$ cat src/rtl/host_reg_bridge.sv
// Host byte-stream command decoder: parses {rw,rsv,addr} frames into one-hot
// register write strobes and returns register read-back as two response bytes.
module host_reg_bridge #(
  parameter int unsigned NumRegs       = 10,
  parameter logic [15:0] ReadOnlyMask  = 16'h0003,
  parameter int unsigned TimeoutCycles = 1024
) (
  input  logic                    clk_i,
  input  logic                    rst_i,
  input  logic [7:0]              rx_data_i,
  input  logic                    rx_valid_i,
  output logic                    rx_ready_o,
  output logic [7:0]              tx_data_o,
  output logic                    tx_valid_o,
  input  logic                    tx_ready_i,
  output logic [15:0]             reg_wdata_o,
  output logic [NumRegs-1:0]      reg_we_o,
  input  logic [NumRegs*16-1:0]   reg_rdata_i,
  output logic                    err_o,
  output logic [1:0]              err_code_o,
  output logic                    busy_o
);

  localparam int unsigned CntW = (TimeoutCycles > 1) ? $clog2(TimeoutCycles + 1) : 1;
  localparam logic [CntW-1:0] CntLimit = CntW'(TimeoutCycles);

  typedef enum logic [2:0] {
    IDLE   = 3'd0,
    WR_HI  = 3'd1,
    WR_LO  = 3'd2,
    STROBE = 3'd3,
    RD_HI  = 3'd4,
    RD_LO  = 3'd5
  } state_e;

  state_e              state_q, state_d;
  logic [3:0]          addr_q, addr_d;
  logic [7:0]          whi_q, whi_d;
  logic [15:0]         snap_q, snap_d;
  logic                rd_oor_q, rd_oor_d;
  logic [CntW-1:0]     cnt_q, cnt_d;
  logic [NumRegs-1:0]  we_q, we_d;
  logic [15:0]         wdata_q, wdata_d;
  logic                err_q, err_d;
  logic [1:0]          err_code_q, err_code_d;

  logic                rx_fire;
  logic                rd_err;
  logic                timeout_hit;
  logic [CntW-1:0]     cnt_inc;

  function automatic logic addr_in_range(input logic [3:0] a);
    return {28'd0, a} < 32'(NumRegs);
  endfunction

  function automatic logic [15:0] rd_slice(input logic [3:0] a,
                                           input logic [NumRegs*16-1:0] bus);
    logic [15:0] v;
    v = '0;
    for (int i = 0; i < int'(NumRegs); i++) begin
      if (a == 4'(i)) v = bus[16*i +: 16];
    end
    return v;
  endfunction

  function automatic logic [NumRegs-1:0] onehot(input logic [3:0] a);
    logic [NumRegs-1:0] v;
    for (int i = 0; i < int'(NumRegs); i++) begin
      v[i] = (a == 4'(i));
    end
    return v;
  endfunction

  assign rx_ready_o = (state_q == IDLE) || (state_q == WR_HI) || (state_q == WR_LO);
  assign tx_valid_o = (state_q == RD_HI) || (state_q == RD_LO);
  assign busy_o     = (state_q != IDLE);
  assign rx_fire    = rx_valid_i & rx_ready_o;

  // The out-of-range read error must coincide with the low byte transfer,
  // so it bypasses the error register for that one cycle.
  assign rd_err     = (state_q == RD_LO) && tx_ready_i && rd_oor_q;
  assign err_o      = err_q | rd_err;
  assign err_code_o = rd_err ? 2'd2 : err_code_q;

  assign cnt_inc     = cnt_q + CntW'(1);
  assign timeout_hit = (TimeoutCycles != 0) && (cnt_inc == CntLimit);

  assign reg_we_o    = we_q;
  assign reg_wdata_o = wdata_q;

  always_comb begin
    tx_data_o = 8'h00;
    if (state_q == RD_HI)      tx_data_o = snap_q[15:8];
    else if (state_q == RD_LO) tx_data_o = snap_q[7:0];
  end

  always_comb begin
    state_d    = state_q;
    addr_d     = addr_q;
    whi_d      = whi_q;
    snap_d     = snap_q;
    rd_oor_d   = rd_oor_q;
    cnt_d      = cnt_q;
    we_d       = '0;
    wdata_d    = wdata_q;
    err_d      = 1'b0;
    err_code_d = err_code_q;

    unique case (state_q)
      IDLE: begin
        cnt_d = '0;
        if (rx_fire) begin
          addr_d = rx_data_i[3:0];
          if (rx_data_i[7]) begin
            state_d = WR_HI;
          end else begin
            state_d  = RD_HI;
            snap_d   = rd_slice(rx_data_i[3:0], reg_rdata_i);
            rd_oor_d = !addr_in_range(rx_data_i[3:0]);
          end
        end
      end
      WR_HI: begin
        if (rx_fire) begin
          whi_d   = rx_data_i;
          cnt_d   = '0;
          state_d = WR_LO;
        end else if (timeout_hit) begin
          state_d    = IDLE;
          cnt_d      = '0;
          err_d      = 1'b1;
          err_code_d = 2'd3;
        end else begin
          cnt_d = cnt_inc;
        end
      end
      WR_LO: begin
        if (rx_fire) begin
          cnt_d   = '0;
          state_d = STROBE;
          // Strobe and error flops are loaded here so they show up during STROBE.
          if (!addr_in_range(addr_q)) begin
            err_d      = 1'b1;
            err_code_d = 2'd2;
          end else if (ReadOnlyMask[addr_q]) begin
            err_d      = 1'b1;
            err_code_d = 2'd1;
          end else begin
            we_d    = onehot(addr_q);
            wdata_d = {whi_q, rx_data_i};
          end
        end else if (timeout_hit) begin
          state_d    = IDLE;
          cnt_d      = '0;
          err_d      = 1'b1;
          err_code_d = 2'd3;
        end else begin
          cnt_d = cnt_inc;
        end
      end
      STROBE: begin
        state_d = IDLE;
      end
      RD_HI: begin
        if (tx_ready_i) state_d = RD_LO;
      end
      RD_LO: begin
        if (tx_ready_i) begin
          state_d = IDLE;
          if (rd_oor_q) err_code_d = 2'd2;
        end
      end
      default: begin
        state_d = IDLE;
      end
    endcase
  end

  always_ff @(posedge clk_i or posedge rst_i) begin
    if (rst_i) begin
      state_q    <= IDLE;
      addr_q     <= '0;
      whi_q      <= '0;
      snap_q     <= '0;
      rd_oor_q   <= 1'b0;
      cnt_q      <= '0;
      we_q       <= '0;
      wdata_q    <= '0;
      err_q      <= 1'b0;
      err_code_q <= '0;
    end else begin
      state_q    <= state_d;
      addr_q     <= addr_d;
      whi_q      <= whi_d;
      snap_q     <= snap_d;
      rd_oor_q   <= rd_oor_d;
      cnt_q      <= cnt_d;
      we_q       <= we_d;
      wdata_q    <= wdata_d;
      err_q      <= err_d;
      err_code_q <= err_code_d;
    end
  end

endmodule
$ cat config.mk
export PLATFORM = sky130hd
export DESIGN_NAME = host_reg_bridge
export DESIGN_NICKNAME = d
export VERILOG_FILES = /design/src/rtl/host_reg_bridge.sv
export SDC_FILE = /design/constraint.sdc
export NUM_CORES = 1
export LEC_CHECK = 0
export CORE_UTILIZATION = 44
export CTS_BUF_LIST = sky130_fd_sc_hd__clkbuf_4
export DETAILED_ROUTE_END_ITERATION = 10
export GPL_TIMING_DRIVEN = 0
export PLACE_DENSITY = 0.91
export SETUP_SLACK_MARGIN = 0.2
export SYNTH_ARGS = -nofsm -noshare
export SYNTH_HDL_FRONTEND = slang
export SYNTH_SLANG_ARGS = --single-unit
$ cat constraint.sdc
create_clock -name clk_i -period 2.6 [get_ports clk_i]
set_input_delay 0.39 -clock clk_i [delete_from_list [all_inputs] [get_ports clk_i]]
set_output_delay 0.39 -clock clk_i [all_outputs]
set_load 0.01 [all_outputs]
==> impl_metrics.ini <==
[min_path]
hold_class = reg2reg
min_delay_path_depth = 2
min-delay-start = snap_q[11]

[yosys]
ys_warn_count = 0
syn_avg_cell_area_um2 = 8.84
syn_inst = 536
synth_most_common_cell = dfrtp_1
ys_seq_elements = 72
synthTopCellsByCount = dfrtp_1 (72), nor2_1 (59), nand2_1 (54)
synth_top_area_cell = dfrtp_1
yosysUniqueCellTypes = 67
synth_edf_count = 0
synth_area_um2 = 4740
async_reset_ff_share_pct = 100
ys_seq_area_share_pct = 38.0
synth_top_area_share_pct = 38.0
synth-main-ff-cell = dfrtp_1
ys_top_cells_by_area = dfrtp_1 (38%), mux2_2 (7.8%), mux2i_1 (5.1%), nor2_1 (4.7%), a21oi_1 (4.4%)

[sta]
setup_viol = 0
layout_setup_ws_ns = 0.201
grt_setup_unrepaired = true
drv_slew = 0
min_period_ns = 2.40
slew-limit-headroom_pct = 32.3
hold_viol_final = 0
period_share_pct = 92.3
worst_pin_slew_ns = 1.01
max_freq_ghz = 0.417
skew_ns = 0.0154
holdWs_ns = 0.489

[critical_path]
path_max_fanout = 10
crit_arrival_ns = 2.01
r2r_end = cnt_q[1]
worstSetupEndpoint = tx_data_o[1]
endpoint_kind = primary output
startpoint = state_q[1]
r2r_cells = 5
crit_required_ns = 2.21
critPathLaunchType = register
r2r_start = cnt_q[3]
worstSetupPathType = reg2out
regToRegSetupSlack_ns = 0.43

[drt]
wl_per_cell_um = 20.1
drt-initial-drc-count = 431
wl_um = 18100
vias_per_cell = 5.84
vias = 5269
ant_nets = 0
route.detailed.drc = 0
drt_first_pass_iters = 5

[grt]
grt_max_degree = 73
grt_pass1_wl_um = 27600
overflow = 0
track_usage_pct = 32.2
antenna_found_initial = 0
grt_pass1_vias = 5259

[placed_design]
post-place-ws_ns = -0.345
place_congestion = 0.995
dp_hpwl_um = 14300
io_buffers = 210
placed_cell_area_um2 = 7020
dp_cells = 883

[clocking]
clkSinkCount = 72
cts-buffers-inserted = 9
clkLatencyLatePin_ns = 0.42
cts_tree = yes
clkTransAtPathRegs_ns = 0.12
clockRootBuffer = clkbuf_4
cts.path.max_buffers = 2
htree_num_levels = 3
hold_buffers = 0

[cells_and_area]
drive_gt1_share_pct = 12.5
insertedDiodeCount = 0
design_area_um2 = 7260
nFillCells = 803
instances_no_fill = 902
nNetsFinal = 934
areaGrowthSynthToFinish_pct = 53.4

[power_and_ir_drop]
p_per_area_nw_per_um2 = 664
ir_drop_v = 0.000536
total_leakage_power_nw = 3.01
totalPowerFinal_mw = 4.82

[floorplanning]
rows = 37
coreArea_um2 = 10400
io_pins = 212
die_width_um = 106
die_height_um = 106
start_util_pct = 45.7
dieArea_um2 = 11200

[flow_run]
drv_cap = 0

[status]
outcome = completed
[placed cells by master (no fill, tap or decap), types with 6 or more instances in the layout]
| master | netlist | routed |
|---|---|---|
| o41ai_1 | 9 | 9 |
| a22oi_1 | 10 | 10 |
| clkbuf_4 | 0 | 12 |
| clkdlybuf4s50_1 | 0 | 200 |
| o22ai_1 | 11 | 11 |
| nor3_1 | 17 | 17 |
| nand2b_1 | 12 | 12 |
| buf_4 | 2 | 6 |
| clkbuf_1 | 22 | 15 |
| mux2i_1 | 24 | 24 |
| o221ai_1 | 17 | 17 |
| buf_2 | 13 | 13 |
| a31oi_1 | 7 | 7 |
| nor2b_1 | 7 | 6 |
| mux2_2 | 33 | 33 |
| nand3_1 | 7 | 7 |
| inv_1 | 7 | 6 |
| a21oi_1 | 42 | 41 |
| dlygate4sd2_1 | 0 | 7 |
| dfrtp_1 | 72 | 72 |
| o21ai_0 | 25 | 25 |
| nand2_1 | 54 | 54 |
| nor2_1 | 59 | 59 |
[sequential cells by signal (all words and copies together), names as in the netlist]
signal,flops
whi_q,8
state_q,3
reg_we_o,10
err_q,1
cnt_q,11
addr_q,4
reg_wdata_o,16
rd_oor_q,1
snap_q,16
err_code_q,2
[worst min-delay path by stage]
| stage | to |
|---|---|
| 4_1_cts | snap_q[13] |
| 3_3_place_gp | snap_q[4] |
| 3_5_place_dp | snap_q[11] |
| 2_1_floorplan | snap_q[10] |
| 6_report | snap_q[11] |
| 5_1_grt | snap_q[11] |
[where the power goes]
part,leakage [nW],switching [mW],internal (mW)
Combinational,1.98,1.03,1.16
Clock,0.0964,0.385,0.495
Sequential,0.931,0.257,1.49
Total,3.01,1.67,3.15
[metrics by stage]
stage | TNS, ns | util, %
floorplan | 0 | -
global placement | -46.37 | 67.6
detailed placement | -2.42 | 67.7
CTS | 0 | 69.5
global route | 0 | 70.1
finish | 0 | 70.1
[worst max-delay path, stage by stage, from the launching register on]
cell and delay (ns):
dfrtp_1 0.39, clkbuf_4 0.19, nand2b_1 0.15, buf_2 0.19, nor2_1 0.12, clkdlybuf4s50_1 0.56
[timing repair]
item                       CTS  global route
pin swaps                    2             0
resized for setup           14            19
cloned                       0             0
setup buffers                1             2
setup endpoints to repair   15            19
[area by class of cell]
class | instances | area [um^2] | share of cell area, %
multi-input cells | 415 | 2750 | 37.8
repair buffers | 213 | 2120 | 29.2
flip-flops and latches | 72 | 1800 | 24.8
plain buffers | 42 | 206 | 2.84
well taps | 136 | 170 | 2.34
clock inverters | 6 | 108 | 1.48
clock buffers | 10 | 75.1 | 1.03
inverters | 8 | 33.8 | 0.465
[routing by layer]
metal / global-route usage (%) / wire (um)
met5: 0 / 0
met4: 10.9 / 491
met3: 6.80 / 1600
met2: 53.4 / 8650
met1: 41.6 / 7350
[logic make-up after synthesis]
| logic type | count (synthesis) | share of synthesized area, % |
|---|---|---|
| and+or+nand+nor | 190 | 19.9 |
| other | 1 | 0.0792 |
| DFF | 72 | 38.0 |
| adders and majority gates | 1 | 0.264 |
| muxes | 57 | 12.9 |
| AOI/OAI and AO/OA | 163 | 23.8 |
| buffers and inverters | 50 | 4.62 |
| xor gates and xnor gates | 2 | 0.370 |
Power figures use the tool's default switching activity.
